File: src/rtl/tdm_pkg.sv
// Shared constants and the slot index type for the 1:4 TDM receive demux.
package tdm_pkg;
    localparam int LANES = 4;
    localparam int SEL_W = 2;

    typedef logic [SEL_W-1:0] slot_t;
endpackage

File: src/rtl/demux_1_4.sv
// Slot select to one-hot lane write-enable decoder, gated by the accept strobe.
module demux_1_4
    import tdm_pkg::*;
(
    input  logic             en,
    input  slot_t            sel,
    output logic [LANES-1:0] we
);

    always_comb begin
        we = '0;
        if (en) begin
            we[sel] = 1'b1;
        end
    end

endmodule

File: src/rtl/tdm_demux_1_4.sv
// Receive end of a 4:1 TDM link: assembles four serial samples into one frame.
// Build option: TDM_STRICT_SOF_EN rejects slot-0 samples that lack in_sof.
module tdm_demux_1_4
    import tdm_pkg::*;
#(
    parameter int WIDTH = 1,
    parameter int LANES = 4
) (
    input  logic                     clk,
    input  logic                     rst,
    input  logic                     in_valid,
    output logic                     in_ready,
    input  logic                     in_sof,
    input  logic [WIDTH-1:0]         in_data,
    output logic                     out_valid,
    input  logic                     out_ready,
    output logic [LANES*WIDTH-1:0]   out_data,
    output slot_t                    slot,
    output logic                     frame_err
);

    slot_t            slot_q;
    logic [WIDTH-1:0] asm_lane [0:LANES-2];
    logic             acc;
    logic             resync;
    logic             drop;
    logic             take;
    slot_t            wr_sel;
    logic [LANES-1:0] we;

    assign slot     = slot_q;
    assign in_ready = !(slot_q == slot_t'(LANES - 1) && out_valid && !out_ready);
    assign acc      = in_valid && in_ready;
    assign resync   = acc && in_sof && (slot_q != '0);

`ifdef TDM_STRICT_SOF_EN
    assign drop = acc && !in_sof && (slot_q == '0);
`else
    assign drop = 1'b0;
`endif

    assign take = acc && !drop;
    // A resync sample restarts the frame, so it always lands in lane 0.
    assign wr_sel = resync ? '0 : slot_q;

    demux_1_4 u_demux (
        .en  (take),
        .sel (wr_sel),
        .we  (we)
    );

    always_ff @(posedge clk) begin
        if (rst) begin
            slot_q    <= '0;
            out_valid <= 1'b0;
            out_data  <= '0;
            frame_err <= 1'b0;
            for (int unsigned i = 0; i < LANES - 1; i++) begin
                asm_lane[i] <= '0;
            end
        end else begin
            frame_err <= resync || drop;
            if (take) begin
                slot_q <= resync ? slot_t'(1) : slot_q + slot_t'(1);
            end
            for (int unsigned i = 0; i < LANES - 1; i++) begin
                if (we[i]) begin
                    asm_lane[i] <= in_data;
                end
            end
            // Lane 3 bypasses assembly and completes the frame directly.
            if (we[LANES-1]) begin
                out_data  <= {in_data, asm_lane[2], asm_lane[1], asm_lane[0]};
                out_valid <= 1'b1;
            end else if (out_valid && out_ready) begin
                out_valid <= 1'b0;
            end
        end
    end

endmodule

File: config.mk
export PLATFORM = sky130hd
export DESIGN_NAME = tdm_demux_1_4
export DESIGN_NICKNAME = d
export VERILOG_FILES = /design/src/rtl/tdm_pkg.sv /design/src/rtl/demux_1_4.sv /design/src/rtl/tdm_demux_1_4.sv
export SDC_FILE = /design/constraint.sdc
export NUM_CORES = 1
export LEC_CHECK = 0
export CORE_AREA = 2 2 39 41
export DETAILED_ROUTE_END_ITERATION = 7
export DIE_AREA = 0 0 41 43
export PLACE_DENSITY_LB_ADDON = 0.05
export SYNTH_ARGS = -nofsm -noshare
export SYNTH_HDL_FRONTEND = slang
export SYNTH_SLANG_ARGS = --single-unit
File: constraint.sdc
create_clock -name clk -period 1.8 [get_ports clk]
set_clock_uncertainty 0.1 [all_clocks]
set_input_delay 0.18 -clock clk [delete_from_list [all_inputs] [get_ports clk]]
set_output_delay 0.18 -clock clk [all_outputs]
set_load 0.05 [all_outputs]
Word-level counts from Yosys, hierarchy flattened
Memory sizes are Yosys's and may differ from the RTL's. A register that Yosys moved wholly into a read port is not among the register bits.
Index checks and enable logic that the tools add are counted.
{"block": "totals", "latchBits": 0, "inputBits": 6, "regBits": 8, "mem_count": 1, "rom_bits": 0, "ramBits": 3}
{"block": "op_classes", "n_shift": 0, "mul": 0, "reduce_logical": 11, "magnitude_cmp": 2, "div": 0, "addsub": 1, "eq_ne": 1, "n_mux": 21, "n_bitwise": 3}
{"name": "asm_lane", "depth": 3, "word_bits": 1, "rd": 3, "rd_ports_with_merged_regs": 3, "wr": 3, "line_no": "tdm_demux_1_4.sv:23", "source": "logic [WIDTH-1:0] asm_lane [0:LANES-2];"}
{"op": "1-bit 2-to-1 mux", "n": 17}
{"op": "1-bit logical AND", "n": 7}
{"op": "2-bit 2-to-1 mux", "n": 2}
{"op": "4-bit 2-to-1 mux", "n": 1}
{"op": "2-bit nonzero test", "n": 2}
{"op": "2-bit by 3-bit less-than comparator with 1-bit output (second input constant)", "n": 1}
{"op": "1-bit bitwise OR", "n": 3}
{"op": "2-bit by 1-bit adder with 2-bit output (second input constant)", "n": 1}
{"op": "1-bit demux with 2-bit select", "n": 1}
{"op": "2-bit == test (second input constant)", "n": 1}
{"op": "2-bit by 1-bit greater-or-equal comparator with 1-bit output (second input constant)", "n": 1}
{"op": "1-bit zero test", "n": 2}

Longest topological paths before layout
{"block": "depth", "depth_word": 17, "ltp_mapped": 5}

By module
A second synthesis with hierarchy kept.
{"block": "unflattened", "hier_cells": 49, "area_unflattened_um2": 530.5}
{"mod": "tdm_demux_1_4", "area_each_um2": 493.0, "n_inst": 1, "cells_per_inst": 45, "seq_area_each_um2": 250.2}
{"mod": "demux_1_4", "area_each_um2": 37.5, "n_inst": 1, "cells_per_inst": 4, "seq_area_each_um2": 0.0}

Least setup slack after synthesis
No wires, ideal clock.
{"block": "synth_timing", "kind": "register to register", "startpoint": "register slot_q[0] (netlist: slot[0])", "endpoint": "memory asm_lane[1][0] (netlist: asm_lane[0][1]) (enable)", "path_stages_with_launch": 6, "t_required_ps": 1458, "arrival_time_ps": 1774, "period_less_slack_ps": 2116, "setup_slack_ps": -316, "setup_ps": 242, "cell_sequence": "dfxtp_1 -> ha_1 -> and3b_4 -> inv_2 -> and3_1 -> a31o_2"}
{"item": "start: declaration", "line_no": "tdm_demux_1_4.sv:22", "source": "slot_t slot_q;"}
{"item": "start signal: assignment", "line_no": "tdm_demux_1_4.sv:64", "source": "slot_q <= resync ? slot_t'(1) : slot_q + slot_t'(1);"}
{"item": "end: declaration", "line_no": "tdm_demux_1_4.sv:23"}

==> impl_metrics.py <==
metrics = {
    "die": {
        "die_h_um": 43,
        "rows": 14,
        "io_pins": 15,
        "core_area_mm2": 0.001384,
        "die-area_mm2": 0.001763,
        "initial_utilization_pct": 38.97,
        "die_x_um": 41,
    },
    "cts": {
        "cts_tree": "yes",
        "htreeDepth": 1,
        "cts-root-buf": "clkbuf_4",
        "cts.sinks": 11,
        "path_clk_slew_ns": 0.08,
        "clockBufferDepth": 2,
        "ctsHoldBuffers": 0,
        "cts_resized": 0,
        "cts_setup_buffers": 0,
        "numCtsBuffers": 3,
        "worstSkewPairLatency_ns": 0.27,
    },
    "detailed_routing": {
        "routedWlPerCell_um": 11.46,
        "drtIter0Drc": 2,
        "vias_per_cell": 4.862,
        "drc_errors": 0,
        "wl_met3_um": 57,
        "wl_met1_um": 475,
        "highest_layer": "met4",
        "met2_length_um": 455,
        "wl_um": 997,
        "drt_pass1_iterations": 2,
        "vias": 423,
        "ant_nets": 0,
    },
    "yosys": {
        "synth-seq-cells": 11,
        "yosys_warnings": 0,
        "synth_area_per_cell_um2": 10.79,
        "syn_inst": 50,
        "synth_top_area_share_pct": 29.70,
        "synth_area_leaders": "dfxtp_1, edfxtp_1, nand2b_1",
        "ys_types": 22,
        "syn-num-nets": 58,
        "yosysSeqAreaShare_pct": 46.40,
        "synth_area_um2": 539.3,
        "synth_area_leader_cell": "dfxtp_1",
    },
    "global_routing": {
        "grtUsageTotal_pct": 15.35,
        "overflow": 0,
        "grt_pass1_vias": 430,
        "grt_start_max_net_pins": 10,
        "grt_pass1_wl_um": 1759,
        "antenna_found_initial": 0,
    },
    "flow_run": {
        "maxCapViolCount": 0,
    },
    "worst_setup_path": {
        "rr_startpoint": "slot[0]",
        "start_kind": "flop",
        "cp.arrival_ns": 1.64,
        "crit_required_ns": 1.74,
        "worstSetupPathType": "flop to flop",
        "crit_start": "slot[0]",
        "endpoint_kind": "flop",
        "crit_fanout": 9,
    },
    "timing": {
        "rsz0062_at_grt": "false",
        "worst_slew_pin_slew_ns": 0.5053,
        "fmax_mhz": 586.9,
        "setup_viol": 0,
        "fin_setup_tns_ns": 0,
        "setup_slack_ns": 0.09614,
        "hold_viol_final": 0,
        "fin_crit_ns": 1.704,
        "slew_headroom_pct": 66.21,
        "drv_slew": 0,
        "finalCritPeriodShare_pct": 94.66,
        "whs_ns": 0.3718,
    },
    "power_and_ir_drop": {
        "ir_worst_vdd_mv": 0.4366,
        "p_comb_share_pct": 15.9,
        "power_frac_clock_pct": 32.4,
        "intPower_mw": 0.3868,
        "swShare_pct": 26.92,
        "powerDensity_mw_per_mm2": 687.9,
        "switchingPower_mw": 0.1425,
        "seqPwrFrac_pct": 51.7,
        "cellLeakagePower_nw": 0.2986,
    },
    "layout": {
        "synthToLayoutAreaGrowth_pct": 42.69,
        "final_cell_mix": "clkdlybuf4s50_1, nand2b_1, buf_4",
        "nets": 80,
        "layout-drive-gt1-share_pct": 32.39,
        "finalInstanceArea_um2": 769.5,
        "final_common_cell": "clkdlybuf4s50_1",
        "n_antenna_cell": 0,
    },
    "min_path": {
        "hold_path_class": "flop to flop",
        "min_from": "out_data[1]",
    },
    "placement": {
        "dpl_cell_area_um2": 742.0,
        "port-buffer-count": 14,
        "place_hpwl_um": 747.7,
        "gp_congestion": 0.7279,
        "dp_slack_ns": 0.03881,
    },
    "outcome": {
        "outcome": "finished, final reports clean",
    },
}
critical path, cell delays in order, from the launching register on:
cell      delay [ns]
dfxtp_4         0.40
inv_1           0.07
ha_1            0.19
nand2b_1        0.22
and3_1          0.25
a31o_2          0.25
area by class of cell:
type	instances	area, um^2
clock inverters	1	5.005
multi-input cells	34	270.3
well taps	16	20.02
flip-flops and latches	11	259.0
inverters	4	17.52
clock buffers	3	22.52
fillers	129	614.3
repair buffers	18	175.2
power groups by stage:
| stage | logic (mW) | clock network [mW] | registers, mW |
|---|---|---|---|
| 2_1_floorplan | 0.0349 | 0 | 0.294 |
| 6_report | 0.0843 | 0.171 | 0.274 |
| 5_1_grt | 0.0923 | 0.192 | 0.276 |
| 3_3_place_gp | 0.0856 | 0 | 0.280 |
| 3_5_place_dp | 0.0849 | 0 | 0.279 |
| 4_1_cts | 0.0852 | 0.177 | 0.273 |
cells in the mapped netlist:
cell	count
a211oi_1	1
a21oi_1	2
a31o_2	3
and2b_2	1
and3_1	1
and3b_4	1
clkbuf_1	1
dfxtp_1	8
edfxtp_1	3
ha_1	2
inv_1	2
inv_2	2
mux2i_1	4
nand2_1	2
nand2b_1	9
nand3_1	1
nand4_1	1
nor3_1	1
nor4b_4	1
nor4bb_1	1
o21ai_0	2
o21ba_2	1
path summary, 6_finish.rpt:
kind	to	slack (ns)	depth (start not counted)
worst min register to register	out_data[1]	0.37	2
worst min-delay path	out_data[1]	0.37	2
worst max register to register	asm_lane[0][1]	0.1	5
worst max-delay path	asm_lane[0][1]	0.1	5
cell families (layout without fill, tap and decap cells):
logic type	after synthesis	count (layout)	synth area share, %
and+or+nand+nor	19	19	26.22
DFF	11	11	46.40
AOI/OAI and AO/OA	9	9	11.83
buffers and inverters	5	26	3.481
muxes	4	4	7.425
adders and majority gates	2	2	4.640
state kept, by name, summed over array words and instances, names as in the netlist:
signal / flops
out_valid: 1
asm_lane: 3
frame_err: 1
slot: 2
out_data: 4
metal layers:
| layer | vias up | GRT usage (%) |
|---|---|---|
| met5 | - | 0 |
| met4 | 0 | 8.000 |
| met3 | 2 | 8.377 |
| met2 | 13 | 21.25 |
| met1 | 190 | 18.36 |
| li1 | 218 | - |
through the flow:
| step | util (%) | total power, mW | instances |
|---|---|---|---|
| 3_5_place_dp | 53.62 | 0.3639 | 83 |
| 3_3_place_gp | 53.62 | 0.3655 | 83 |
| 2_1_floorplan | - | 0.3289 | 50 |
| 6_report | 55.61 | 0.5293 | 87 |
| 4_1_cts | 55.61 | 0.5355 | 87 |
| 5_1_grt | 55.61 | 0.5596 | 87 |
Power figures use the tool's default switching activity.
